===== src/rtl/fadd32_close_norm_round.sv =====
// Close-path back end of the fp32 adder: normalise the difference, round it, pack result and flags.
// Latency: 2 cycles (s1 registers the inputs, s2 registers the packed result).
// Backpressure: valid/ready chain, in_ready_o combinational from out_ready_i, no skid buffer.
module fadd32_close_norm_round #(
  parameter int EXP_W  = 8,
  parameter int FRAC_W = 23
) (
  input  logic        clk,
  input  logic        rst,
  input  logic        in_valid_i,
  output logic        in_ready_o,
  input  logic [49:0] close_sum_i,
  input  logic        sign_i,
  input  logic [7:0]  exp_large_i,
  input  logic [2:0]  rm_i,
  input  logic [5:0]  lza_i,
  input  logic        lza_limited_by_exp_i,
  input  logic [26:0] overflow_l_mask_i,
  input  logic [25:0] overflow_g_mask_i,
  input  logic [24:0] overflow_s_mask_i,
  input  logic [25:0] normal_l_mask_i,
  input  logic [24:0] normal_g_mask_i,
  input  logic [23:0] normal_s_mask_i,
  output logic        out_valid_o,
  input  logic        out_ready_i,
  output logic [31:0] res_o,
  output logic [4:0]  fflags_o
);
  localparam int MANT_W = FRAC_W + 1;

  localparam logic [2:0] RM_RNE = 3'd0;
  localparam logic [2:0] RM_RTZ = 3'd1;
  localparam logic [2:0] RM_RDN = 3'd2;
  localparam logic [2:0] RM_RUP = 3'd3;
  localparam logic [2:0] RM_RMM = 3'd4;

  // Pipeline control
  logic w_s1_en;
  logic w_s2_en;
  logic r_s1_valid;
  logic r_s2_valid;

  // Stage-1 payload
  logic [49:0] r_close_sum;
  logic        r_sign;
  logic [7:0]  r_exp_large;
  logic [2:0]  r_rm;
  logic [5:0]  r_lza;
  logic        r_lim;
  logic [26:0] r_ovf_l_mask;
  logic [25:0] r_ovf_g_mask;
  logic [24:0] r_ovf_s_mask;
  logic [25:0] r_nrm_l_mask;
  logic [24:0] r_nrm_g_mask;
  logic [23:0] r_nrm_s_mask;

  // Stage-2 payload
  logic [31:0] r_res;
  logic [4:0]  r_flags;

  // Normalise/round datapath between the stages
  logic [49:0]       w_sh;
  logic [24:0]       w_sh_top;
  logic              w_ovf;
  logic [MANT_W-1:0] w_mant;
  logic              w_l;
  logic              w_g;
  logic              w_s;
  logic              w_inc;
  logic              w_carry;
  logic [FRAC_W-1:0] w_frac;
  logic [EXP_W:0]    w_exp_pre;
  logic [EXP_W-1:0]  w_exp;
  logic              w_norm;
  logic              w_hidden_up;
  logic              w_nx;
  logic              w_uf;
  logic              w_cancel;
  logic [31:0]       w_res;
  logic [4:0]        w_flags;

  assign w_s2_en    = ~r_s2_valid | out_ready_i;
  assign w_s1_en    = ~r_s1_valid | w_s2_en;
  assign in_ready_o = w_s1_en;

  assign out_valid_o = r_s2_valid;
  assign res_o       = r_res;
  assign fflags_o    = r_flags;

  // Stage 1: capture the incoming beat whenever the stage can advance.
  always_ff @(posedge clk or posedge rst) begin
    if (rst) begin
      r_s1_valid   <= 1'b0;
      r_close_sum  <= '0;
      r_sign       <= 1'b0;
      r_exp_large  <= '0;
      r_rm         <= '0;
      r_lza        <= '0;
      r_lim        <= 1'b0;
      r_ovf_l_mask <= '0;
      r_ovf_g_mask <= '0;
      r_ovf_s_mask <= '0;
      r_nrm_l_mask <= '0;
      r_nrm_g_mask <= '0;
      r_nrm_s_mask <= '0;
    end else if (w_s1_en) begin
      r_s1_valid <= in_valid_i;
      if (in_valid_i) begin
        r_close_sum  <= close_sum_i;
        r_sign       <= sign_i;
        r_exp_large  <= exp_large_i;
        r_rm         <= rm_i;
        r_lza        <= lza_i;
        r_lim        <= lza_limited_by_exp_i;
        r_ovf_l_mask <= overflow_l_mask_i;
        r_ovf_g_mask <= overflow_g_mask_i;
        r_ovf_s_mask <= overflow_s_mask_i;
        r_nrm_l_mask <= normal_l_mask_i;
        r_nrm_g_mask <= normal_g_mask_i;
        r_nrm_s_mask <= normal_s_mask_i;
      end
    end
  end

  // Normalise, pick L/G/S from the precomputed masks, round and pack.
  always_comb begin
    w_sh     = r_close_sum << r_lza;
    w_ovf    = w_sh[49];
    w_sh_top = 25'(w_sh >> 25);
    w_mant   = w_ovf ? w_sh_top[24:1] : w_sh_top[23:0];

    // Masks index the unshifted sum, so the LZA shift never sits on this path.
    w_l = |(r_close_sum[26:0] & (w_ovf ? r_ovf_l_mask : {1'b0, r_nrm_l_mask}));
    w_g = |(r_close_sum[25:0] & (w_ovf ? r_ovf_g_mask : {1'b0, r_nrm_g_mask}));
    w_s = |(r_close_sum[24:0] & (w_ovf ? r_ovf_s_mask : {1'b0, r_nrm_s_mask}));

    w_inc = 1'b0;
    case (r_rm)
      RM_RNE:  w_inc = w_g & (w_l | w_s);
      RM_RTZ:  w_inc = 1'b0;
      RM_RDN:  w_inc = r_sign & (w_g | w_s);
      RM_RUP:  w_inc = ~r_sign & (w_g | w_s);
      RM_RMM:  w_inc = w_g;
      default: w_inc = 1'b0;
    endcase

    // The LZA clamp guarantees this never goes negative.
    w_exp_pre = r_lim ? '0
                      : ({1'b0, r_exp_large} - {3'b000, r_lza} + {{EXP_W{1'b0}}, w_ovf});

    {w_carry, w_frac} = {1'b0, w_mant[FRAC_W-1:0]} + {{FRAC_W{1'b0}}, w_inc};

    // A denormal whose hidden bit is (or becomes) set is really exponent 1.
    w_norm      = w_carry | w_mant[MANT_W-1];
    w_hidden_up = w_carry | ((w_exp_pre == '0) & w_mant[MANT_W-1]);
    w_exp       = w_exp_pre[EXP_W-1:0] + {{(EXP_W-1){1'b0}}, w_hidden_up};

    w_nx     = w_g | w_s;
    w_uf     = w_nx & (w_exp_pre == '0) & ~w_norm;
    w_cancel = (r_close_sum == '0);

    // Exact cancellation gives +0, or -0 when rounding down.
    w_res   = w_cancel ? {(r_rm == RM_RDN), 31'd0} : {r_sign, w_exp, w_frac};
    w_flags = w_cancel ? 5'd0 : {3'b000, w_uf, w_nx};
  end

  // Stage 2: register the packed result, hold it while downstream stalls.
  always_ff @(posedge clk or posedge rst) begin
    if (rst) begin
      r_s2_valid <= 1'b0;
      r_res      <= '0;
      r_flags    <= '0;
    end else if (w_s2_en) begin
      r_s2_valid <= r_s1_valid;
      if (r_s1_valid) begin
        r_res   <= w_res;
        r_flags <= w_flags;
      end
    end
  end

endmodule

===== config.mk =====
export PLATFORM = sky130hd
export DESIGN_NAME = fadd32_close_norm_round
export DESIGN_NICKNAME = d
export VERILOG_FILES = /design/src/rtl/fadd32_close_norm_round.sv
export SDC_FILE = /design/constraint.sdc
export NUM_CORES = 1
export LEC_CHECK = 0
export BUFFER_PORTS_ARGS = -buffer_cell sky130_fd_sc_hd__clkbuf_2
export CAP_MARGIN = 10
export CELL_PAD_IN_SITES_DETAIL_PLACEMENT = 1
export CELL_PAD_IN_SITES_GLOBAL_PLACEMENT = 1
export CORE_ASPECT_RATIO = 0.8
export CORE_MARGIN = 1
export CORE_UTILIZATION = 47
export CTS_BUF_LIST = sky130_fd_sc_hd__clkbuf_4
export DETAILED_ROUTE_END_ITERATION = 10
export GPL_TIMING_DRIVEN = 0
export PLACE_DENSITY_LB_ADDON = 0.1
export SLEW_MARGIN = 20
export SYNTH_ARGS = -nofsm -noshare
export SYNTH_HDL_FRONTEND = slang
export SYNTH_SLANG_ARGS = --single-unit

===== constraint.sdc =====
create_clock -name clk -period 10.1 [get_ports clk]
set_clock_uncertainty 0.2 [all_clocks]
set_input_delay 1.515 -clock clk [delete_from_list [all_inputs] [get_ports clk]]
set_output_delay 1.515 -clock clk [all_outputs]
set_load 0.01 [all_outputs]

==> results by group, run 1 <==
STA
  – RSZ-0062 raised after global routing: no
  – Final Hold Violating Endpoints: 0
  – Final-layout worst hold slack: 0.276 ns
  – Number of max-slew violations in the final report: 0
  – F_max: 102 MHz
  – Headroom to the max-slew limit: 18.5%
  – Minimum clock period after layout: 9.79 ns
  – Final clock period utilization by the worst path: 96.9%
  – Final count of negative-setup-slack endpoints: 0
  – Slew @ Worst Pin: 1.22 ns
  – Final Worst Setup Slack: 0.311 ns
  – Total negative slack: 0 ns

Route
  – Number of vias after detailed routing: 14.4k
  – Antenna Violating Nets Remaining: 0
  – Total Routed Length: 66300 µm
  – Per-cell via count in the routed design: 6.45
  – Number of DRC markers after the initial detailed-route iteration: 1378
  – Detailed-router iteration count before antenna repair: 5
  – Post-detailed-route DRC marker count: 0
  – WL/cell: 29.6 µm

Clock tree
  – Max Buffers Root-to-Sink: 3
  – Clock buffers created by TritonCTS: 71
  – Num Clock Sinks: 258
  – TritonCTS clock tree: done
  – Clock root buffer master: sky130_fd_sc_hd__clkbuf_4
  – Clock slew at reported path FFs: 0.06 ns
  – Latest clock arrival within the worst-skew pair: 0.83 ns
  – Setup bufs post-CTS: 0
  – Quantity of hold-fixing buffers added after cts: 0
  – Number of H-tree branching levels: 3
  – Number of instances resized during post-cts repair: 0

Worst setup path
  – Reg-to-reg slack, setup: 0.31 ns
  – R2r worst-path depth: 31
  – Worst Setup Start Kind: flop
  – CP Class: reg -> reg
  – Worst EP arrival: 10.29 ns
  – Largest incremental delay on the critical path: 0.84 ns
  – Top cell by count, worst path: sky130_fd_sc_hd__nand2_1
  – Max Fanout on Critical Path: 10
  – Required time reported for the critical path endpoint: 10.60 ns
  – R2R Path End: res_o[29]$_DFFE_PP0P_
  – Cell with the biggest individual delay on the critical path: sky130_fd_sc_hd__buf_1
  – Endpoint of the worst setup timing path: res_o[29]$_DFFE_PP0P_
  – Capturing element type of the critical path: flop
  – Crit path launch: r_lza[0]$_DFFE_PP0P_
  – Reg-to-reg critical path startpoint: r_lza[0]$_DFFE_PP0P_

Synthesis
  – Post-synthesis instance total: 1417
  – Fraction of the mapped netlist area in adder cells: 1.53%
  – Simple-gate area share of the yosys netlist: 10.2%
  – Fraction of synthesized area in multiplexers: 30.2%
  – Syn_area_per_cell: 11.3 µm²
  – Share of synthesized flip-flops with an asynchronous set or reset: 100%
  – Portion of the post-synthesis area used by sequential elements: 40.4%
  – Count of state elements after synthesis: 258
  – Dominant combinational cell family by area after synthesis: multiplexers
  – Number of synthesized flops with an enable pin: 0
  – Netlist cell types: 82
  – Yosys synthesis warning count: 0
  – Share of the synthesized area in compound gates (AO/OA/AOI/OAI): 12.0%
  – Netlist area before placement: 16000 µm²
  – Share of the synthesized netlist area taken by xor and xnor gates: 1.37%
  – Predominant post-synthesis flop cell: sky130_fd_sc_hd__dfrtp_1

Finish
  – Commonest cells after routing, fill and taps aside: sky130_fd_sc_hd__clkbuf_2 (261), sky130_fd_sc_hd__dfrtp_1 (258), sky130_fd_sc_hd__mux2_2 (255), sky130_fd_sc_hd__nand2_1 (135), sky130_fd_sc_hd__clkbuf_4 (101)
  – Sequential standard cell area: 6460 µm²
  – Area growth from synthesis to layout: 17.6%
  – Post-Layout Cell Count: 2239
  – Most common cell after layout, fill and taps aside: sky130_fd_sc_hd__clkbuf_2
  – Final #Nets: 2001
  – Multi-input gate area in the final layout: 8860 µm²
  – Layout cells sized above 1: 40.6%
  – Filler cells: 3732

Place
  – Instance count after placement with tap cells included: 2117
  – Detailed-placement wirelength estimate: 49200 µm
  – Place WS: 0.456 ns
  – Final estimated routing congestion in global placement: 1.02
  – Quantity of I/O buffers inserted on ports: 261

Floorplan
  – Standard cell core area: 33600 µm²
  – Standard-cell row count: 60
  – Area of the die: 34800 µm²
  – Number of top-level pins: 265
  – Die boundary height: 167 µm
  – Die extent in x: 208 µm
  – Initial Utilization: 47.6%

Min path
  – Class of the tightest hold or removal check: reg -> reg

Power and ir drop
  – Total Power Consumption: 4.09 mW
  – Worst vdd ir: 0.000124 V
  – PD cells: 218 nW/µm²
  – Leakage power: 8.29 nW

Global route
  – Number of antenna violations at the first check in global routing: 6
  – Pin count of the biggest net entering global routing: 90
  – All-layer global routing usage: 38.8%
  – Vias in the first global route: 15.0k
  – First-pass GRT wire length: 98900 µm
  – GRT overflow: 0

Flow run
  – Max-cap violation count: 0

Outcome
  – Result of the run: finished clean
==> critical path: cells and delay by family (launching register included) <==
family	cells	cell delay [ns]
fa+ha+maj	3	0.69
compound gates	7	1.93
xor+xnor	1	0.14
buf+inv	7	2.87
flops	1	0.48
simple gates	13	3.33
==> worst min-delay path by stage <==
stage / start / endpoint / slack [ns] / cells after the start
2_1_floorplan: r_s1_valid$_DFFE_PP0N_ / out_valid_o$_DFFE_PP0P_ / 0.27 / 1
3_3_place_gp: res_o[11]$_DFFE_PP0P_ / res_o[11]$_DFFE_PP0P_ / 0.26 / 1
3_5_place_dp: res_o[0]$_DFFE_PP0P_ / res_o[0]$_DFFE_PP0P_ / 0.27 / 2
4_1_cts: res_o[23]$_DFFE_PP0P_ / res_o[23]$_DFFE_PP0P_ / 0.28 / 2
5_1_grt: res_o[11]$_DFFE_PP0P_ / res_o[11]$_DFFE_PP0P_ / 0.31 / 1
6_report: res_o[23]$_DFFE_PP0P_ / res_o[23]$_DFFE_PP0P_ / 0.28 / 2
==> report_power, final <==
| part | internal (mW) | switching, mW | total (mW) | leakage [nW] |
|---|---|---|---|---|
| clock network | 0.483 | 0.482 | 0.965 | 0.514 |
| logic | 0.692 | 1.07 | 1.76 | 4.74 |
| registers | 1.22 | 0.140 | 1.36 | 3.04 |
==> metrics by stage <==
step / utilization (%) / area (µm²)
floorplan: - / 16000
global placement: 53.2 / 17800
detailed placement: 53.4 / 17900
CTS: 56.0 / 18800
global route: 56.0 / 18800
finish: 56.0 / 18800
==> synth_stat cells (all sizes together), types with 12 or more instances <==
cell    number  area (µm²)
nand2      135         507
inv         19        71.3
a31oi       14        87.6
nor4        22         150
clkbuf      71         267
mux2i       66         661
a22oi       43         323
o21ai       53         265
a21oi       26         130
mux4        55        1280
nor3        18        90.1
nand4       19         125
xnor2       18         158
dfrtp      258        6460
a22o        24         210
buf         47         350
o211ai      12        90.1
nor2b       13        81.3
mux2       256        2890
a221oi      22         199
nand3       23         125
nor2        50         188
ha          18         225
==> metal layers <==
layer / vias to the layer above / wire length [µm] / share of wire [%] / track usage (%)
li1: 6068 / - / - / -
met1: 7426 / 30200 / 46 / 57.0
met2: 788 / 27800 / 42 / 55.3
met3: 157 / 6260 / 9.4 / 10.1
met4: 2 / 2020 / 3.1 / 13.0
met5: - / 14 / 0.021 / 0
==> state kept, by name, indices dropped and copies added, names as in the netlist <==
signal / cells
fflags_o: 2
r_sign: 1
r_nrm_g_mask: 25
r_nrm_s_mask: 24
r_close_sum: 50
r_exp_large: 8
r_s1_valid: 1
out_valid_o: 1
r_ovf_l_mask: 27
r_ovf_s_mask: 25
r_rm: 3
r_nrm_l_mask: 26
r_lza: 6
r_ovf_g_mask: 26
res_o: 32
r_lim: 1
==> final cells by class <==
type / instances / area share [%]
multi-input cells: 1022 / 47.1
flip-flops and latches: 258 / 34.4
repair buffers: 264 / 7.28
clock buffers: 101 / 4.03
plain buffers: 118 / 3.28
well taps: 434 / 2.89
clock inverters: 16 / 0.513
inverters: 21 / 0.459
diodes: 5 / 0.0666
==> cells by family (layout without fill, tap and decap cells) <==
| group | after synthesis | in the layout |
|---|---|---|
| AOI/OAI and AO/OA | 265 | 265 |
| xor gates and xnor gates | 25 | 25 |
| adders and majority gates | 19 | 19 |
| buffers and inverters | 139 | 520 |
| DFF | 258 | 258 |
| muxes | 377 | 377 |
| other | 1 | 8 |
| and+or+nand+nor | 333 | 333 |
(Power assumes the default switching activity.)
==> run 2, diff against run 1 <==
--- a/config.mk
+++ b/config.mk
@@ -16,7 +16,7 @@
 export DETAILED_ROUTE_END_ITERATION = 10
 export GPL_TIMING_DRIVEN = 0
 export PLACE_DENSITY_LB_ADDON = 0.1
-export SLEW_MARGIN = 20
+export REMOVE_ABC_BUFFERS = 1
 export SYNTH_ARGS = -nofsm -noshare
 export SYNTH_HDL_FRONTEND = slang
 export SYNTH_SLANG_ARGS = --single-unit
==> results by group, run 2 (same netlist as run 1, synthesis figures left out) <==
Outcome
  – Result of the run: complete, but fails checks (was finished clean)
  – Violations in the final reports: design-rule violations

Finish
  – Layout cells sized above 1: 42.0% (was 40.6%)
  – Multi-input gate area in the final layout: 8860 µm² (about the same)
  – Sequential standard cell area: 6460 µm² (about the same)
  – Commonest cells after routing, fill and taps aside: sky130_fd_sc_hd__clkbuf_2 (261), sky130_fd_sc_hd__mux2_2 (255), sky130_fd_sc_hd__dfrtp_1 (254), sky130_fd_sc_hd__nand2_1 (133), sky130_fd_sc_hd__clkbuf_4 (102) (was sky130_fd_sc_hd__clkbuf_2 (261), sky130_fd_sc_hd__dfrtp_1 (258), sky130_fd_sc_hd__mux2_2 (255), sky130_fd_sc_hd__nand2_1 (135), sky130_fd_sc_hd__clkbuf_4 (101))
  – Area growth from synthesis to layout: 15.4% (was 17.6%)
  – Post-Layout Inst Area: 18400 µm² (was 18800 µm²)
  – Filler cells: 3645 (was 3732)
  – Final #Nets: 1892 (was 2001)
  – Most common cell after layout, fill and taps aside: sky130_fd_sc_hd__clkbuf_2 (unchanged)
  – Max FFs per register: 50 (unchanged)
  – Largest register by flop count: r_close_sum (unchanged)
  – Final core utilization: 55.0% (was 56.0%)

Min path
  – Class of the tightest hold or removal check: reg -> reg (unchanged)

Worst setup path
  – CP Class: reg -> reg (unchanged)
  – Worst EP arrival: 9.46 ns (was 10.29 ns)
  – Crit path launch: r_lza[0]$_DFFE_PP0P_ (unchanged)
  – R2R Path End: res_o[29]$_DFFE_PP0P_ (unchanged)
  – Reg-to-reg slack, setup: 1.09 ns (was 0.31 ns)
  – R2r worst-path depth: 26 (was 31)
  – Worst path buffer plus inverter count: 3 (was 7)
  – Reg-to-reg critical path startpoint: r_lza[0]$_DFFE_PP0P_ (unchanged)
  – Worst Setup Start Kind: flop (unchanged)
  – Largest incremental delay on the critical path: 0.76 ns (was 0.84 ns)
  – Max Fanout on Critical Path: 45 (was 10)
  – Capturing element type of the critical path: flop (unchanged)
  – Critical Path Stages: 26 (was 31)
  – Required time reported for the critical path endpoint: 10.54 ns (was 10.60 ns)
  – Endpoint of the worst setup timing path: res_o[29]$_DFFE_PP0P_ (unchanged)
  – CP top delay family: simple AND/OR/NAND/NOR gates (unchanged)
  – Cell with the biggest individual delay on the critical path: sky130_fd_sc_hd__inv_1 (was sky130_fd_sc_hd__buf_1)

Route
  – Per-cell via count in the routed design: 6.15 (was 6.45)
  – Number of vias after detailed routing: 13.1k (was 14.4k)
  – Detailed-router iteration count before antenna repair: 8 (was 5)
  – Post-detailed-route DRC marker count: 2 (was 0)
  – Antenna Violating Nets Remaining: 0 (unchanged)
  – Number of DRC markers after the initial detailed-route iteration: 964 (was 1378)
  – WL/cell: 24.8 µm (was 29.6 µm)
  – Total Routed Length: 53000 µm (was 66300 µm)

Clock tree
  – Setup bufs post-CTS: 0 (unchanged)
  – Number of H-tree branching levels: 3 (unchanged)
  – Clock buffers created by TritonCTS: 69 (was 71)
  – Max Buffers Root-to-Sink: 3 (unchanged)
  – TritonCTS clock tree: done (unchanged)
  – Number of instances resized during post-cts repair: 0 (unchanged)
  – Num Clock Sinks: 258 (unchanged)
  – Latest clock arrival within the worst-skew pair: 0.78 ns (was 0.83 ns)
  – Clock root buffer master: sky130_fd_sc_hd__clkbuf_4 (unchanged)
  – Clock slew at reported path FFs: 0.07 ns (was 0.06 ns)
  – Quantity of hold-fixing buffers added after cts: 0 (unchanged)

Power and ir drop
  – PD cells: 210 nW/µm² (was 218 nW/µm²)
  – Worst vdd ir: 0.000146 V (was 0.000124 V)
  – Leakage power: 8.13 nW (was 8.29 nW)

Floorplan
  – Standard-cell row count: 60 (unchanged)
  – Initial Utilization: 47.6% (unchanged)
  – Area of the die: 34800 µm² (unchanged)
  – Die boundary height: 167 µm (unchanged)
  – Standard cell core area: 33600 µm² (unchanged)
  – Number of top-level pins: 265 (unchanged)
  – Die extent in x: 208 µm (unchanged)

STA
  – Slew @ Worst Pin: 1.07 ns (was 1.22 ns)
  – Final clock period utilization by the worst path: 89.2% (was 96.9%)
  – Number of max-slew violations in the final report: 0 (unchanged)
  – Final count of negative-setup-slack endpoints: 0 (unchanged)
  – RSZ-0062 raised after global routing: no (unchanged)
  – Final Hold Violating Endpoints: 0 (unchanged)
  – Headroom to the max-slew limit: 28.6% (was 18.5%)
  – F_max: 111 MHz (was 102 MHz)
  – Minimum clock period after layout: 9.01 ns (was 9.79 ns)

Place
  – Quantity of I/O buffers inserted on ports: 261 (unchanged)
  – Detailed-placement wirelength estimate: 38400 µm (was 49200 µm)
  – Area after detailed placement: 17600 µm² (was 17900 µm²)
  – Final estimated routing congestion in global placement: 0.970 (was 1.02)

Global route
  – Pin count of the biggest net entering global routing: 120 (was 90)
  – Number of antenna violations at the first check in global routing: 8 (was 6)
  – All-layer global routing usage: 31.0% (was 38.8%)
  – GRT overflow: 0 (unchanged)
  – First-pass GRT wire length: 81700 µm (was 98900 µm)
  – Vias in the first global route: 13.6k (was 15.0k)

Flow run
  – Max-cap violation count: 0 (unchanged)
[run 2: power by group]
part           total, mW  internal, mW  switching [mW]
logic               1.47         0.670           0.797
registers           1.46          1.22           0.238
clock network      0.946         0.487           0.458
total               3.87          2.38            1.49
[run 2: worst min-delay path by stage]
stage	slack, ns	to	cells past startpoint	start
after CTS	0.28	res_o[11]$_DFFE_PP0P_	1	res_o[11]$_DFFE_PP0P_
after detailed placement	0.27	res_o[11]$_DFFE_PP0P_	1	res_o[11]$_DFFE_PP0P_
final	0.28	res_o[11]$_DFFE_PP0P_	1	res_o[11]$_DFFE_PP0P_
after global placement	0.26	fflags_o[0]$_DFFE_PP0P_	2	fflags_o[0]$_DFFE_PP0P_
after floorplan	0.27	out_valid_o$_DFFE_PP0P_	1	r_s1_valid$_DFFE_PP0N_
after global routing	0.30	res_o[14]$_DFFE_PP0P_	2	res_o[14]$_DFFE_PP0P_
[run 2: stage by stage]
step	cells	setup WS, ns	power [mW]	setup TNS [ns]	hold WS, ns
after floorplan	1301	0.0425	2.42	0	0.272
after global placement	1996	-3.82	2.93	-522.50	0.262
after detailed placement	2009	1.09	2.93	0	0.269
after CTS	2127	1.08	3.89	0	0.284
after global routing	2136	0.524	4.10	0	0.302
final	2136	1.09	3.87	0	0.279
[run 2: per-layer routing]
layer  up-vias  global-route usage, %  share of wire, %
li1       5875                      -                 -
met1      6687                   43.8                45
met2       500                   46.5                45
met5         -                      0             0.040
met3        74                   8.22               7.5
met4         4                   9.02               2.1
[run 2: worst reg2reg max path, stage by stage, from the launching register on]
cell,delay [ns]
sky130_fd_sc_hd__dfrtp_2,0.59
sky130_fd_sc_hd__buf_12,0.28
sky130_fd_sc_hd__inv_1,0.77
sky130_fd_sc_hd__mux2_2,0.40
sky130_fd_sc_hd__mux2_2,0.22
sky130_fd_sc_hd__nand3_2,0.13
sky130_fd_sc_hd__nand2_2,0.50
sky130_fd_sc_hd__clkinv_2,0.69
sky130_fd_sc_hd__mux2_2,0.44
sky130_fd_sc_hd__a2bb2oi_1,0.09
sky130_fd_sc_hd__and2_1,0.28
sky130_fd_sc_hd__nor3_1,0.20
sky130_fd_sc_hd__o22a_1,0.25
sky130_fd_sc_hd__ha_1,0.25
sky130_fd_sc_hd__nand4_1,0.10
sky130_fd_sc_hd__or3_1,0.53
sky130_fd_sc_hd__a2111o_1,0.53
sky130_fd_sc_hd__or3_1,0.58
sky130_fd_sc_hd__nor4_2,0.38
sky130_fd_sc_hd__o21ai_0,0.17
sky130_fd_sc_hd__nand2_1,0.09
sky130_fd_sc_hd__ha_1,0.16
sky130_fd_sc_hd__ha_1,0.18
sky130_fd_sc_hd__nand3_1,0.11
sky130_fd_sc_hd__or4_1,0.45
sky130_fd_sc_hd__xnor2_1,0.14
sky130_fd_sc_hd__a22o_1,0.20
[run 2: cell type report]
type / instances / share of cell area, %
antenna: 8 / 0.109
clock buffer: 102 / 4.15
clock inverter: 16 / 0.522
inverter: 21 / 0.475
multi-input combinational: 1022 / 48.0
sequential: 258 / 35.0
tap: 434 / 2.94
timing repair buffer: 275 / 8.71
